==> src/rtl/game_pkg.sv <==
// Shared types and constants for the flappy-bird game controller.
// Scene encodings, key codes, gap/bird packing and the world-state record.
package game_pkg;

  typedef enum logic [1:0] {
    SPLASH   = 2'd0,
    PLAYING  = 2'd1,
    GAMEOVER = 2'd2
  } scene_t;

  localparam logic [7:0] KEY_SPACE = 8'd32;
  localparam logic [7:0] KEY_R     = 8'd114;
  localparam logic [7:0] KEY_X     = 8'd120;

  localparam int unsigned DEF_HEIGHT = 40;
  localparam int unsigned DEF_WIDTH  = 80;

  localparam int unsigned NUM_SLOTS     = 3;
  localparam int unsigned GAP_FIELD_W   = 8;
  localparam int unsigned GAP_SLOT_W    = 3 * GAP_FIELD_W;
  localparam int unsigned GAP_POS_LSB   = 16;
  localparam int unsigned GAP_MAX_LSB   = 8;
  localparam int unsigned GAP_MIN_LSB   = 0;
  localparam int unsigned BIRD_ALT_LSB  = 1;
  localparam int unsigned BIRD_FLAP_BIT = 0;

  typedef struct packed {
    logic [7:0] position;
    logic [7:0] max_bnd;
    logic [7:0] min_bnd;
  } gap_t;

  typedef struct packed {
    logic [7:0]                 alt;
    logic [7:0]                 flap_cnt;
    logic                       flapping;
    logic [7:0]                 tick;
    logic [7:0]                 score;
    gap_t [NUM_SLOTS-1:0]       slots;
  } world_t;

  function automatic world_t world_init();
    world_t r;
    r          = '0;
    r.alt      = 8'd20;
    r.slots[0] = '{position: 8'd20, max_bnd: 8'd30, min_bnd: 8'd20};
    r.slots[1] = '{position: 8'd40, max_bnd: 8'd25, min_bnd: 8'd15};
    r.slots[2] = '{position: 8'd60, max_bnd: 8'd35, min_bnd: 8'd25};
    return r;
  endfunction

endpackage

==> src/rtl/game_sequencer_lfsr8.sv <==
// Free-running 8-bit Fibonacci LFSR, x^8+x^6+x^5+x^4+1, seeded on reset only.
module lfsr8 (
  input  logic       clk,
  input  logic       rst,
  output logic [7:0] state
);

  always_ff @(posedge clk or posedge rst) begin
    if (rst) state <= 8'hA5;
    else     state <= {state[6:0], state[7] ^ state[5] ^ state[4] ^ state[3]};
  end

endmodule

==> src/rtl/game_sequencer.sv <==
// Scene FSM, bird physics, pipe scrolling/respawn, collision and score.
// Optional accelerating fall is enabled by defining GRAVITY_ACCEL_EN.
module game_sequencer
  import game_pkg::*;
#(
  parameter int unsigned HEIGHT      = DEF_HEIGHT,
  parameter int unsigned TICK_DIV    = 4,
  parameter int unsigned FLAP_LEN    = 5,
  parameter int unsigned GAP_SIZE    = 10,
  parameter int unsigned RESPAWN_POS = 60,
  parameter int unsigned BIRD_COL    = 2
) (
  input  logic        clk,
  input  logic        rst,
  input  logic [7:0]  inp,
  output logic [1:0]  scene,
  output logic [8:0]  bird,
  output logic [71:0] gaps,
  output logic [7:0]  score
);

  localparam logic [7:0] H_MAX     = 8'(HEIGHT - 1);
  localparam logic [7:0] TICK_LAST = 8'(TICK_DIV - 1);
  localparam logic [7:0] FLAP8     = 8'(FLAP_LEN);
  localparam logic [7:0] GAP8      = 8'(GAP_SIZE);
  localparam logic [7:0] RESP8     = 8'(RESPAWN_POS);
  localparam logic [7:0] PASS_POS  = 8'(BIRD_COL);
  localparam logic [7:0] REACH     = 8'(BIRD_COL + 6);
  localparam logic [7:0] OFF_WRAP  = 8'(HEIGHT - GAP_SIZE - 3);

  scene_t     scene_q;
  world_t     w, w_nx;
  logic [7:0] lfsr_state;
  logic       unused_lfsr_hi;
  logic [7:0] off, resp_min, resp_max;
  logic       step, passed, collide;

  lfsr8 u_lfsr (.clk(clk), .rst(rst), .state(lfsr_state));
  assign unused_lfsr_hi = ^lfsr_state[7:5];

  assign step = (w.tick == TICK_LAST);

`ifdef GRAVITY_ACCEL_EN
  logic [1:0] vel, vel_nx;
  always_comb begin
    vel_nx = vel;
    if (step && w.flap_cnt == '0 && vel != 2'd3) vel_nx = vel + 2'd1;
    if (inp == KEY_SPACE) vel_nx = 2'd1;
  end
`endif

  always_comb begin
    off = {3'b000, lfsr_state[4:0]};
    if (off >= OFF_WRAP) off = off - OFF_WRAP;
    resp_min = 8'd2 + off;
    resp_max = resp_min + GAP8;
  end

  always_comb begin
    collide = 1'b0;
    if (scene_q == PLAYING) begin
      if (w.alt == '0) collide = 1'b1;
      for (int unsigned i = 0; i < NUM_SLOTS; i++)
        if (w.slots[i].position <= REACH &&
            (w.alt <= w.slots[i].min_bnd || w.alt >= w.slots[i].max_bnd))
          collide = 1'b1;
    end
  end

  // Altitude direction uses the pre-edge flap count, so a press landing on a
  // step edge reloads the counter without also consuming a climb.
  always_comb begin
    w_nx   = w;
    passed = 1'b0;
    w_nx.tick = step ? '0 : w.tick + 8'd1;
    if (step) begin
      for (int unsigned i = 0; i < NUM_SLOTS; i++) begin
        if (w.slots[i].position == '0) begin
          w_nx.slots[i] = '{position: RESP8, max_bnd: resp_max, min_bnd: resp_min};
        end else begin
          w_nx.slots[i].position = w.slots[i].position - 8'd1;
          if (w.slots[i].position == PASS_POS) passed = 1'b1;
        end
      end
      if (w.flap_cnt != '0)
        w_nx.alt = (w.alt >= H_MAX) ? H_MAX : w.alt + 8'd1;
      else
`ifdef GRAVITY_ACCEL_EN
        w_nx.alt = (w.alt > {6'b0, vel}) ? w.alt - {6'b0, vel} : '0;
`else
        w_nx.alt = (w.alt == '0) ? '0 : w.alt - 8'd1;
`endif
      if (passed && w.score != '1) w_nx.score = w.score + 8'd1;
    end
    if (inp == KEY_SPACE) begin
      w_nx.flap_cnt = FLAP8;
      w_nx.flapping = (FLAP8 != '0);
    end else if (step && w.flap_cnt != '0) begin
      w_nx.flap_cnt = w.flap_cnt - 8'd1;
      w_nx.flapping = (w.flap_cnt != 8'd1);
    end
  end

  always_ff @(posedge clk or posedge rst) begin
    if (rst) begin
      scene_q <= SPLASH;
      w       <= world_init();
`ifdef GRAVITY_ACCEL_EN
      vel     <= 2'd1;
`endif
    end else begin
      case (scene_q)
        SPLASH: begin
          w <= world_init();
`ifdef GRAVITY_ACCEL_EN
          vel <= 2'd1;
`endif
          if (inp != '0) scene_q <= PLAYING;
        end
        PLAYING: begin
          if (collide || inp == KEY_X) begin
            scene_q <= GAMEOVER;
          end else begin
            w <= w_nx;
`ifdef GRAVITY_ACCEL_EN
            vel <= vel_nx;
`endif
          end
        end
        GAMEOVER: begin
          if (inp == KEY_R) begin
            scene_q <= SPLASH;
            w       <= world_init();
`ifdef GRAVITY_ACCEL_EN
            vel     <= 2'd1;
`endif
          end
        end
        default: scene_q <= SPLASH;
      endcase
    end
  end

  assign scene = scene_q;
  assign bird  = {w.alt, w.flapping};
  assign gaps  = {w.slots[0], w.slots[1], w.slots[2]};
  assign score = w.score;

endmodule

==> config.mk <==
export PLATFORM = sky130hd
export DESIGN_NAME = game_sequencer
export DESIGN_NICKNAME = d
export VERILOG_FILES = /design/src/rtl/game_pkg.sv /design/src/rtl/game_sequencer_lfsr8.sv /design/src/rtl/game_sequencer.sv
export SDC_FILE = /design/constraint.sdc
export NUM_CORES = 1
export LEC_CHECK = 0
export ABC_CLOCK_PERIOD_IN_PS = 4210
export BUFFER_PORTS_ARGS = -buffer_cell sky130_fd_sc_hd__buf_2
export CAP_MARGIN = 20
export CELL_PAD_IN_SITES_DETAIL_PLACEMENT = 2
export CELL_PAD_IN_SITES_GLOBAL_PLACEMENT = 2
export CORE_MARGIN = 3
export CORE_UTILIZATION = 36
export CTS_CLUSTER_SIZE = 25
export DETAILED_ROUTE_END_ITERATION = 10
export GPL_ROUTABILITY_DRIVEN = 0
export PLACE_DENSITY_LB_ADDON = 0.1
export SETUP_SLACK_MARGIN = 0.2
export SLEW_MARGIN = 40
export SYNTH_ARGS = -nofsm -noshare
export SYNTH_HDL_FRONTEND = slang
export SYNTH_SLANG_ARGS = --single-unit
export TNS_END_PERCENT = 5
==> constraint.sdc <==
create_clock -name clk -period 4.21 [get_ports clk]
set_input_delay 0.2105 -clock clk [delete_from_list [all_inputs] [get_ports clk]]
set_output_delay 0.2105 -clock clk [all_outputs]
set_load 0.1 [all_outputs]
==> results.json, run 1 <==
{
  "outcome": "finished clean",
  "portBuffers": 100,
  "multiInputGateArea_um2": 3870,
  "worstPathRequired_ps": 4480,
  "clock_sinks": 112,
  "worst_skew_pair.late_latency_ps": 370,
  "via_count": 6406,
  "antenna_left": 0,
  "post-route-period-util": 0.872,
  "final.setup_skew_ps": 17.4,
  "ys_seq_area_frac": 0.368,
  "ys_ff_latch": 112,
  "critPathCaptureType": "flip-flop",
  "synth_xor_area_frac": 0.0136,
  "initial_core_util": 0.373,
  "htreeDepth": 3,
  "synth_edf_count": 0,
  "synth_mux_area_frac": 0.0321,
  "slowest_stage": "a32oi_2",
  "nFillCells": 2289,
  "grtUsageMet1": 0.308,
  "use_met2": 0.360,
  "rows": 52,
  "utilization": 0.399,
  "drt_iter0_drc": 285,
  "grt_pass1_wl_um": 41300,
  "die_area_um2": 23300,
  "die_y_um": 153,
  "synthAdderAreaFrac": 0.102,
  "synth-warning-count": 0,
  "async_flop_share": 1.00,
  "setup_viol": 0,
  "tns_ps": 0,
  "period_needed_ps": 3670,
  "critPathMaxFanout": 11,
  "worstPathArrival_ps": 3940,
  "io_pins": 101,
  "post_synth.cell_area_avg_um2": 9.03,
  "synth_top_family_by_area": "compound AO/OA/AOI/OAI gates",
  "maxCapViolations": 0,
  "drv_slew": 0,
  "worst-r2r-setup-slack_ps": 540,
  "core_um2": 20700,
  "cts_tree": "built",
  "wl_per_cell_um": 22.0,
  "busiest_layer": "met2",
  "wl_um": 25200,
  "finish.net_count": 944,
  "synth_cells": 856,
  "layout-drive-gt1-share": 0.237,
  "place.detailed.hpwl_um": 19300,
  "antenna_found_initial": 0,
  "tightest_slew_ps": 799,
  "cts_buffers": 9,
  "synthFlopType": "dfrtp_1",
  "path_clk_slew_ps": 80,
  "grt_start_max_net_pins": 45,
  "routed_via_density": 5.59,
  "startpoint_type": "flip-flop",
  "route.detailed.drc": 0,
  "antenna_cells": 0,
  "path_cells": "inv_1, ha_1, nand2b_4, a2111oi_4, a211o_1, o311ai_1, a32oi_2, and4_1, nand2_1, o31ai_1",
  "cts_root_buf": "clkbuf_16",
  "die_x_um": 153,
  "met3_usage": 0.0435,
  "ys_types": 71,
  "yosys.area_share.simple": 0.164,
  "gr-usage-all-layers": 0.219,
  "regArea_um2": 2840,
  "drt_pre_antenna_iters": 4,
  "slew_headroom": 0.464,
  "critPathKind": "reg -> reg",
  "grt_overflow_total": 0,
  "max-clock-path-buffers": 2,
  "hp-class": "in -> reg",
  "fmax_ghz": 0.272,
  "grt_pass1_vias": 7155,
  "cpPeakStageDelay_ps": 670,
  "synth_area_um2": 7730,
  "synth_nets": 929,
  "synth_compound_area_frac": 0.186,
  "area_growth_pct": 6.78,
  "hold_violations": 0,
  "rsz0062_at_grt": "no",
  "ctsResizeCount": 0
}
==> what timing repair did <==
action,4_1_cts,5_1_grt
endpoints found under the hold margin,31,0
hold buffers,1,0
endpoints found under the setup margin,0,0
buffers inserted,0,0
==> through the flow <==
step / setup WS, ps / std cells / hold slack [ps] / instance area, um2
after global placement: 432 / 1129 / 295 / 7930
after CTS: 482 / 1146 / 162 / 8250
after floorplan: 1090 / 856 / 333 / 7730
after detailed placement: 499 / 1129 / 301 / 7940
final: 538 / 1146 / 169 / 8250
after global routing: 217 / 1146 / 187 / 8250
==> area by class of cell <==
class,count,share of cell area
clock inverters,5,0.00379
multi-input cells,564,0.469
clock buffers,11,0.0334
flip-flops and latches,112,0.344
inverters,65,0.0299
well taps,270,0.0409
repair buffers,119,0.0782
==> registers in the layout, summed over array words and instances, names as in the netlist <==
| register | flops |
|---|---|
| scene | 2 |
| bird | 9 |
| gaps | 69 |
| w | 16 |
| score | 8 |
| u_lfsr.state | 8 |
==> logic make-up (layout without fill, tap and decap cells) <==
group / after synthesis / count (layout)
xor+xnor: 12 / 12
fa+ha+maj: 63 / 63
flops: 112 / 112
compound gates: 217 / 217
simple gates: 250 / 250
buf+inv: 180 / 200
mux: 22 / 22
==> layer usage <==
layer / vias up / wire length (um)
li1: 2990 / -
met4: 0 / 120
met2: 85 / 12000
met3: 9 / 961
met1: 3322 / 12100
met5: - / 0
==> cell usage in the layout, fill, tap and decap left out, types with 5 or more instances in the layout <==
master and n:
nand2b_1 7, nor4_1 6, xor2_1 5, nand2_1 61, nor2_1 60, nand3_1 26, a21oi_1 50, nor3_1 18
buf_2 100, o21ai_1 12, o211ai_1 8, buf_4 18, o31ai_1 20, nor2b_1 7, clkbuf_16 11, dfrtp_1 81
inv_1 64, and2_1 10, ha_1 63, a211oi_1 6, and3_1 10, xnor2_1 7, a21o_1 10, or3_1 8
dfstp_2 31, o21ai_0 53, nand4_1 11, mux2_2 22, a31oi_1 10
==> worst max-delay path, delay by kind of cell (launching register included) <==
family                   cells  cell delay (ps)
adder cells (fa/ha/maj)      1              350
buffers and inverters        1              200
AO/OA/AOI/OAI                5             1600
flip-flops                   1              470
AND/OR/NAND/NOR              3              960
==> synthesized netlist by cell type, types with 5 or more instances <==
library cell / number / area (um2)
ha_1: 63 / 788
and2_1: 10 / 62.6
a31oi_1: 10 / 62.6
o21ai_0: 53 / 265
nor3_1: 18 / 90.1
nor4_1: 6 / 37.5
xnor2_1: 7 / 61.3
a211oi_1: 6 / 45.0
nand2_1: 61 / 229
inv_1: 65 / 244
or3_1: 8 / 50.1
mux2_2: 22 / 248
nand2b_1: 8 / 50.1
a21oi_1: 50 / 250
and3_1: 10 / 62.6
nor2b_1: 7 / 43.8
nor2_1: 61 / 229
o211ai_1: 8 / 60.1
nand3_1: 26 / 130
dfstp_2: 31 / 815
buf_4: 92 / 691
buf_2: 8 / 40.0
a21o_1: 10 / 75.1
o31ai_1: 20 / 150
clkbuf_1: 14 / 52.6
dfrtp_1: 81 / 2030
xor2_1: 5 / 43.8
o21ai_1: 12 / 60.1
nand4_1: 11 / 68.8
==> path summary, 6_finish.rpt <==
kind / from / to / cells past startpoint
worst max register to register: bird[1] / score[3] / 10
worst max-delay path: bird[1] / score[3] / 10
min in group asynchronous: rst / gaps[1] / 3
worst min-delay path: inp[5] / scene[0] / 3
worst min register to register: u_lfsr.state[6] / u_lfsr.state[7] / 0
max in group asynchronous: rst / gaps[28] / 4
Power of run 1 is not shown: default switching activity piles up to over one toggle a cycle in this logic, so the estimate is an artifact.
==> run 2: changes to the inputs <==
- ABC_AREA: default -> 1
- CORE_UTILIZATION: 36 -> 34
- HOLD_SLACK_MARGIN: default -> 0.15
==> run 2 against run 1 <==
Net effect:
- critical path depth up 4
- die area up 11%
- sequential share of layout area down 1.5 points
- global-route usage down 1.5 points
- synthesized area up 4.8%
- wire length up 1.6%
==> results.json, run 2 <==
{
  "outcome": "finished clean",
  "drt_pre_antenna_iters": 4,
  "critPathCaptureType": "flip-flop",
  "synth_cells": 1091,
  "grt_pass1_vias": 7593,
  "initial_core_util": 0.351,
  "path_clk_slew_ps": 80,
  "max-clock-path-buffers": 2,
  "worstPathArrival_ps": 3630,
  "synth-warning-count": 0,
  "cts_buffers": 9,
  "preCtsSetupSlack_ps": 795,
  "tns_ps": 0,
  "final_cell_mix": "nand2_1, inv_1, buf_2, nor2_1, dfrtp_1",
  "ys_top_cells_by_count": "nand2_1, inv_1, nor2_1",
  "synth_top_area_share": 0.250,
  "synth_top_family_by_area": "simple AND/OR/NAND/NOR gates",
  "ctsResizeCount": 0,
  "hp-class": "in -> reg",
  "rsz0062_at_grt": "no",
  "fin_ws_ps": 801,
  "htreeDepth": 3,
  "nFillCells": 2785,
  "antenna_found_initial": 0,
  "antenna_left": 0,
  "maxCapViolations": 0,
  "portBuffers": 100,
  "multiInputGateArea_um2": 3980,
  "die_x_um": 160,
  "critPathKind": "reg -> reg",
  "finish.net_count": 1169,
  "routed_via_density": 5.01,
  "cts_setup_buffers": 0,
  "post-route-period-util": 0.810,
  "cts_root_buf": "clkbuf_16",
  "rows": 55,
  "largest_reg_flops": 69,
  "final_common_cell": "nand2_1",
  "yosysMostFrequentCell": "nand2_1",
  "period_needed_ps": 3410,
  "synth_area_um2": 8100,
  "synth_nets": 1164,
  "drt_iter0_drc": 313,
  "final.setup_skew_ps": 8.15,
  "async_flop_share": 1.00,
  "synthAdderAreaFrac": 0.0973,
  "synth_top_cell_by_area": "dfrtp_1",
  "worstPathRequired_ps": 4430,
  "synth_xor_area_frac": 0.0324,
  "die_y_um": 160,
  "layout-drive-gt1-share": 0.169,
  "antenna_cells": 0,
  "ys_ff_latch": 112,
  "gr-usage-all-layers": 0.203,
  "synthTopCellsByArea": "dfrtp_1, nand2_1, dfstp_2",
  "ys_types": 42,
  "cts_tree": "built",
  "io_pins": 101,
  "tightest_slew_ps": 665,
  "fmax_ghz": 0.293,
  "place.detailed.hpwl_um": 19100,
  "synthFlopType": "dfrtp_1",
  "setup_viol": 0,
  "via_count": 7078,
  "drv_slew": 0,
  "synth_mux_area_frac": 0.00124,
  "regArea_um2": 2840,
  "synth_compound_area_frac": 0.0749,
  "grt_overflow_total": 0,
  "synth_edf_count": 0,
  "clock_sinks": 112,
  "ys_seq_area_frac": 0.351,
  "slew_headroom": 0.555,
  "route.detailed.drc": 0,
  "yosys.area_share.simple": 0.283,
  "post_synth.cell_area_avg_um2": 7.43,
  "wl_um": 25600,
  "area_growth_pct": 6.59,
  "hold_violations": 0,
  "grt_start_max_net_pins": 77,
  "die_area_um2": 25700,
  "wl_per_cell_um": 18.1,
  "holdBufCountCts": 1,
  "startpoint_type": "flip-flop",
  "worst_skew_pair.late_latency_ps": 360,
  "core_um2": 23100,
  "grt_pass1_wl_um": 42100,
  "critPathMaxFanout": 64
}
-- run 2: cell count changes in the layout (fill, tap and decap cells not counted), moves of 19 or more --
cell / previous run / this run
a21oi_1: 50 / 30
nor2_1: 60 / 98
mux2_2: 22 / 0
o31ai_1: 20 / 1
nand2_1: 61 / 288
inv_1: 64 / 124
nand4_1: 11 / 67
-- run 2: worst paths after layout --
| kind | from | end | slack [ps] | cells past startpoint |
|---|---|---|---|---|
| setup / recovery | bird[4] | gaps[23] | 800 | 14 |
| hold / removal | inp[4] | scene[0] | 170 | 3 |
| setup reg to reg | bird[4] | gaps[23] | 800 | 14 |
| hold reg to reg | u_lfsr.state[6] | u_lfsr.state[7] | 370 | 0 |
| max in group asynchronous | rst | gaps[59] | 2890 | 5 |
| min in group asynchronous | rst | score[4] | 340 | 3 |
-- run 2: layout make-up --
cell class              count  area share
clock buffers              12      0.0297
clock inverters             4     0.00333
inverters                 128      0.0562
multi-input cells         729       0.460
flip-flops and latches    112       0.329
well taps                 313      0.0453
repair buffers            116      0.0759
-- run 2: critical path, stage by stage, from the launching register on --
cell and delay [ps]:
dfrtp_1 720, ha_1 350, nand2_1 100, nor2_1 50, and2_1 150, nor2_1 100
nand3_1 80, a21oi_1 130, nand3_1 150, o21bai_4 480, buf_4 290, nand2_2 60
buf_4 320, nand2_1 130, o21ai_0 80
-- run 2: metal layers --
metal / global-route usage / vias up / wire, um
met4: 0.0434 / 0 / 255
met2: 0.350 / 72 / 12500
met1: 0.279 / 3546 / 12300
li1: - / 3446 / -
met3: 0.0188 / 14 / 500
met5: 0 / - / 0
-- run 2: cells by family (layout without fill, tap and decap cells) --
kind of cell,after synthesis,in the layout
mux,1,1
fa+ha+maj,63,63
xor+xnor,30,30
compound gates,108,108
simple gates,527,527
flops,112,112
buf+inv,250,260
-- run 2: through the flow --
stage / cells / area, um2 / hold slack (ps) / utilization
finish: 1414 / 8640 / 165 / 0.375
global route: 1414 / 8640 / 197 / 0.375
CTS: 1413 / 8600 / 153 / 0.373
detailed placement: 1396 / 8310 / 355 / 0.360
global placement: 1396 / 8310 / 337 / 0.360
floorplan: 1091 / 8100 / 333 / -
Power of run 2 is left out for the same reason.
==> run 3: changes to the inputs <==
- ABC_AREA: 1 -> 0
- ABC_CLOCK_PERIOD_IN_PS: 4210 -> 3600
- CORE_UTILIZATION: 34 -> 36
- clock period: 4.21 -> 3.6 ns (I/O delays scaled with it)
==> run 3 against run 2 <==
Net effect:
- clock skew grew 4.1 ps
- die area shrank 9.6%
- flip-flop and latch count stayed put
- final cell count down 18%
- maximum frequency rose by 2.5%
- hold slack got worse by 13 ps
- clock-buffer cell count is 1 lower
- critical endpoint is now gaps[39]
- largest cell class unchanged
- highest routed layer unchanged
==> results.json, run 3 (same netlist as run 1, synthesis figures left out) <==
{
  "outcome": "finished clean",
  "die_x_um": 153,
  "slew_headroom": 0.515,
  "r2r_cells": 10,
  "slowest_stage": "o311ai_1",
  "worst_skew_pair.late_latency_ps": 360,
  "route.detailed.drc": 0,
  "fin_cells": 1160,
  "startpoint_type": "flip-flop",
  "final_cell_mix": "buf_2, dfrtp_1, inv_1, ha_1, nand2_1",
  "finish.net_count": 957,
  "nFillCells": 2332,
  "path_cells": "ha_1, nor2b_1, o211ai_1, a21oi_1, o311ai_1, a32oi_4, buf_4, a41oi_2, buf_12, mux2_2",
  "die_y_um": 153,
  "regArea_um2": 2840,
  "cts_buffers": 9,
  "utilization": 0.408,
  "wl_um": 25600,
  "die_area_um2": 23300,
  "p_total_mw": 8.69,
  "hold_violations": 0,
  "clock_sinks": 112,
  "place.detailed.hpwl_um": 19900,
  "leakagePower_nw": 3.91,
  "tightest_slew_ps": 728,
  "final.setup_skew_ps": 12.2,
  "multiInputGateArea_um2": 3900,
  "htreeDepth": 3,
  "routed_via_density": 5.57,
  "worst-r2r-setup-slack_ps": 270,
  "cpPeakStageDelay_ps": 560,
  "period_needed_ps": 3330,
  "post-route-period-util": 0.924,
  "grt_start_max_net_pins": 61,
  "initial_core_util": 0.373,
  "grt_pass1_vias": 7067,
  "rsz0062_at_grt": "yes",
  "cts_tree": "built",
  "ir_worst_vdd_mv": 0.360,
  "gr-usage-all-layers": 0.218,
  "largest_reg_flops": 69,
  "core_um2": 20700,
  "io_pins": 101,
  "grt_pass1_wl_um": 40600,
  "final_common_cell": "buf_2",
  "cts_root_buf": "clkbuf_16",
  "tns_ps": 0,
  "hold_start": "inp[5]",
  "hold_end": "scene[0]",
  "hold_slack_ps": 153,
  "critPathMaxFanout": 21,
  "antenna_found_initial": 0,
  "critPathCaptureType": "flip-flop",
  "r2r_start": "bird[2]",
  "holdPathStages": 3,
  "critPathTopFamily": "compound AO/OA/AOI/OAI gates",
  "rows": 52,
  "setup_viol": 0,
  "fmax_ghz": 0.301,
  "r2r-end": "gaps[39]",
  "critPathKind": "reg -> reg",
  "area_growth_pct": 9.20,
  "worstPathRequired_ps": 3840,
  "worst-path-buf-inv": 2,
  "portBuffers": 100,
  "dp.cells": 1139,
  "power_density_nw_per_um2": 1030,
  "hp-class": "in -> reg",
  "drt_iter0_drc": 239,
  "drv_slew": 0,
  "layout-drive-gt1-share": 0.254,
  "worstPathArrival_ps": 3560,
  "drt_pre_antenna_iters": 4,
  "max-clock-path-buffers": 2,
  "path_clk_slew_ps": 80,
  "wl_per_cell_um": 22.1,
  "maxCapViolations": 0,
  "via_count": 6463,
  "grt_overflow_total": 0,
  "antenna_left": 0
}
==> run 3: cell count changes in the layout (fill, tap and decap cells not counted), moves of 10 or more <==
cell     delta
nand4_1    -56
and3_1     +10
mux2_2     +22
xor2_1     -16
buf_4      +13
nand2_1   -227
o31ai_1    +18
a21oi_1    +20
inv_1      -60
nor2_1     -38
o21ai_0    +11
==> run 3: worst max path at each step <==
stage                     startpoint  endpoint  slack, ps  depth (start not counted)
after floorplan                  rst   bird[0]        510                          1
after global placement      gaps[71]   bird[1]        190                         10
after detailed placement     bird[7]  score[3]         50                          9
after CTS                    bird[1]     w[82]        180                         13
after global routing         bird[2]  gaps[39]        150                         10
final                        bird[2]  gaps[39]        270                         10
==> run 3: timing repair <==
action | 4_1_cts | 5_1_grt
hold buffers | 1 | 0
hold endpoints to repair | 33 | 0
pin swaps | 0 | 1
endpoints found under the setup margin | 21 | 59
resized for setup | 2 | 6
setup buffers | 0 | 3
==> run 3: power breakdown <==
group | switching [mW] | internal [mW]
Combinational | 4.13 | 1.43
Sequential | 0.404 | 1.66
Clock | 0.495 | 0.561
==> run 3: cell type report <==
| cell class | instances | area share |
|---|---|---|
| antenna | 1 | 0.000297 |
| clock buffer | 11 | 0.0288 |
| clock inverter | 5 | 0.00667 |
| inverter | 65 | 0.0292 |
| multi-input combinational | 564 | 0.463 |
| sequential | 112 | 0.337 |
| tap | 270 | 0.0400 |
| timing repair buffer | 132 | 0.0955 |
==> run 3: tightest hold or removal path, stage by stage <==
cell,delay (ps)
buf_2,120
nor2_1,90
a211oi_1,80
==> run 3: metal layers <==
layer	vias up	wire [um]	GRT usage
met4	0	308	0.0475
li1	3015	-	-
met3	17	723	0.0258
met2	85	12300	0.368
met1	3346	12300	0.303
met5	-	0	0
==> run 3: stage by stage <==
step / setup slack (ps) / cell area (um2)
floorplan: 512 / 7730
global placement: 194 / 8060
detailed placement: 46.1 / 8070
CTS: 181 / 8390
global route: 151 / 8440
finish: 275 / 8440
(Power assumes the default switching activity.)
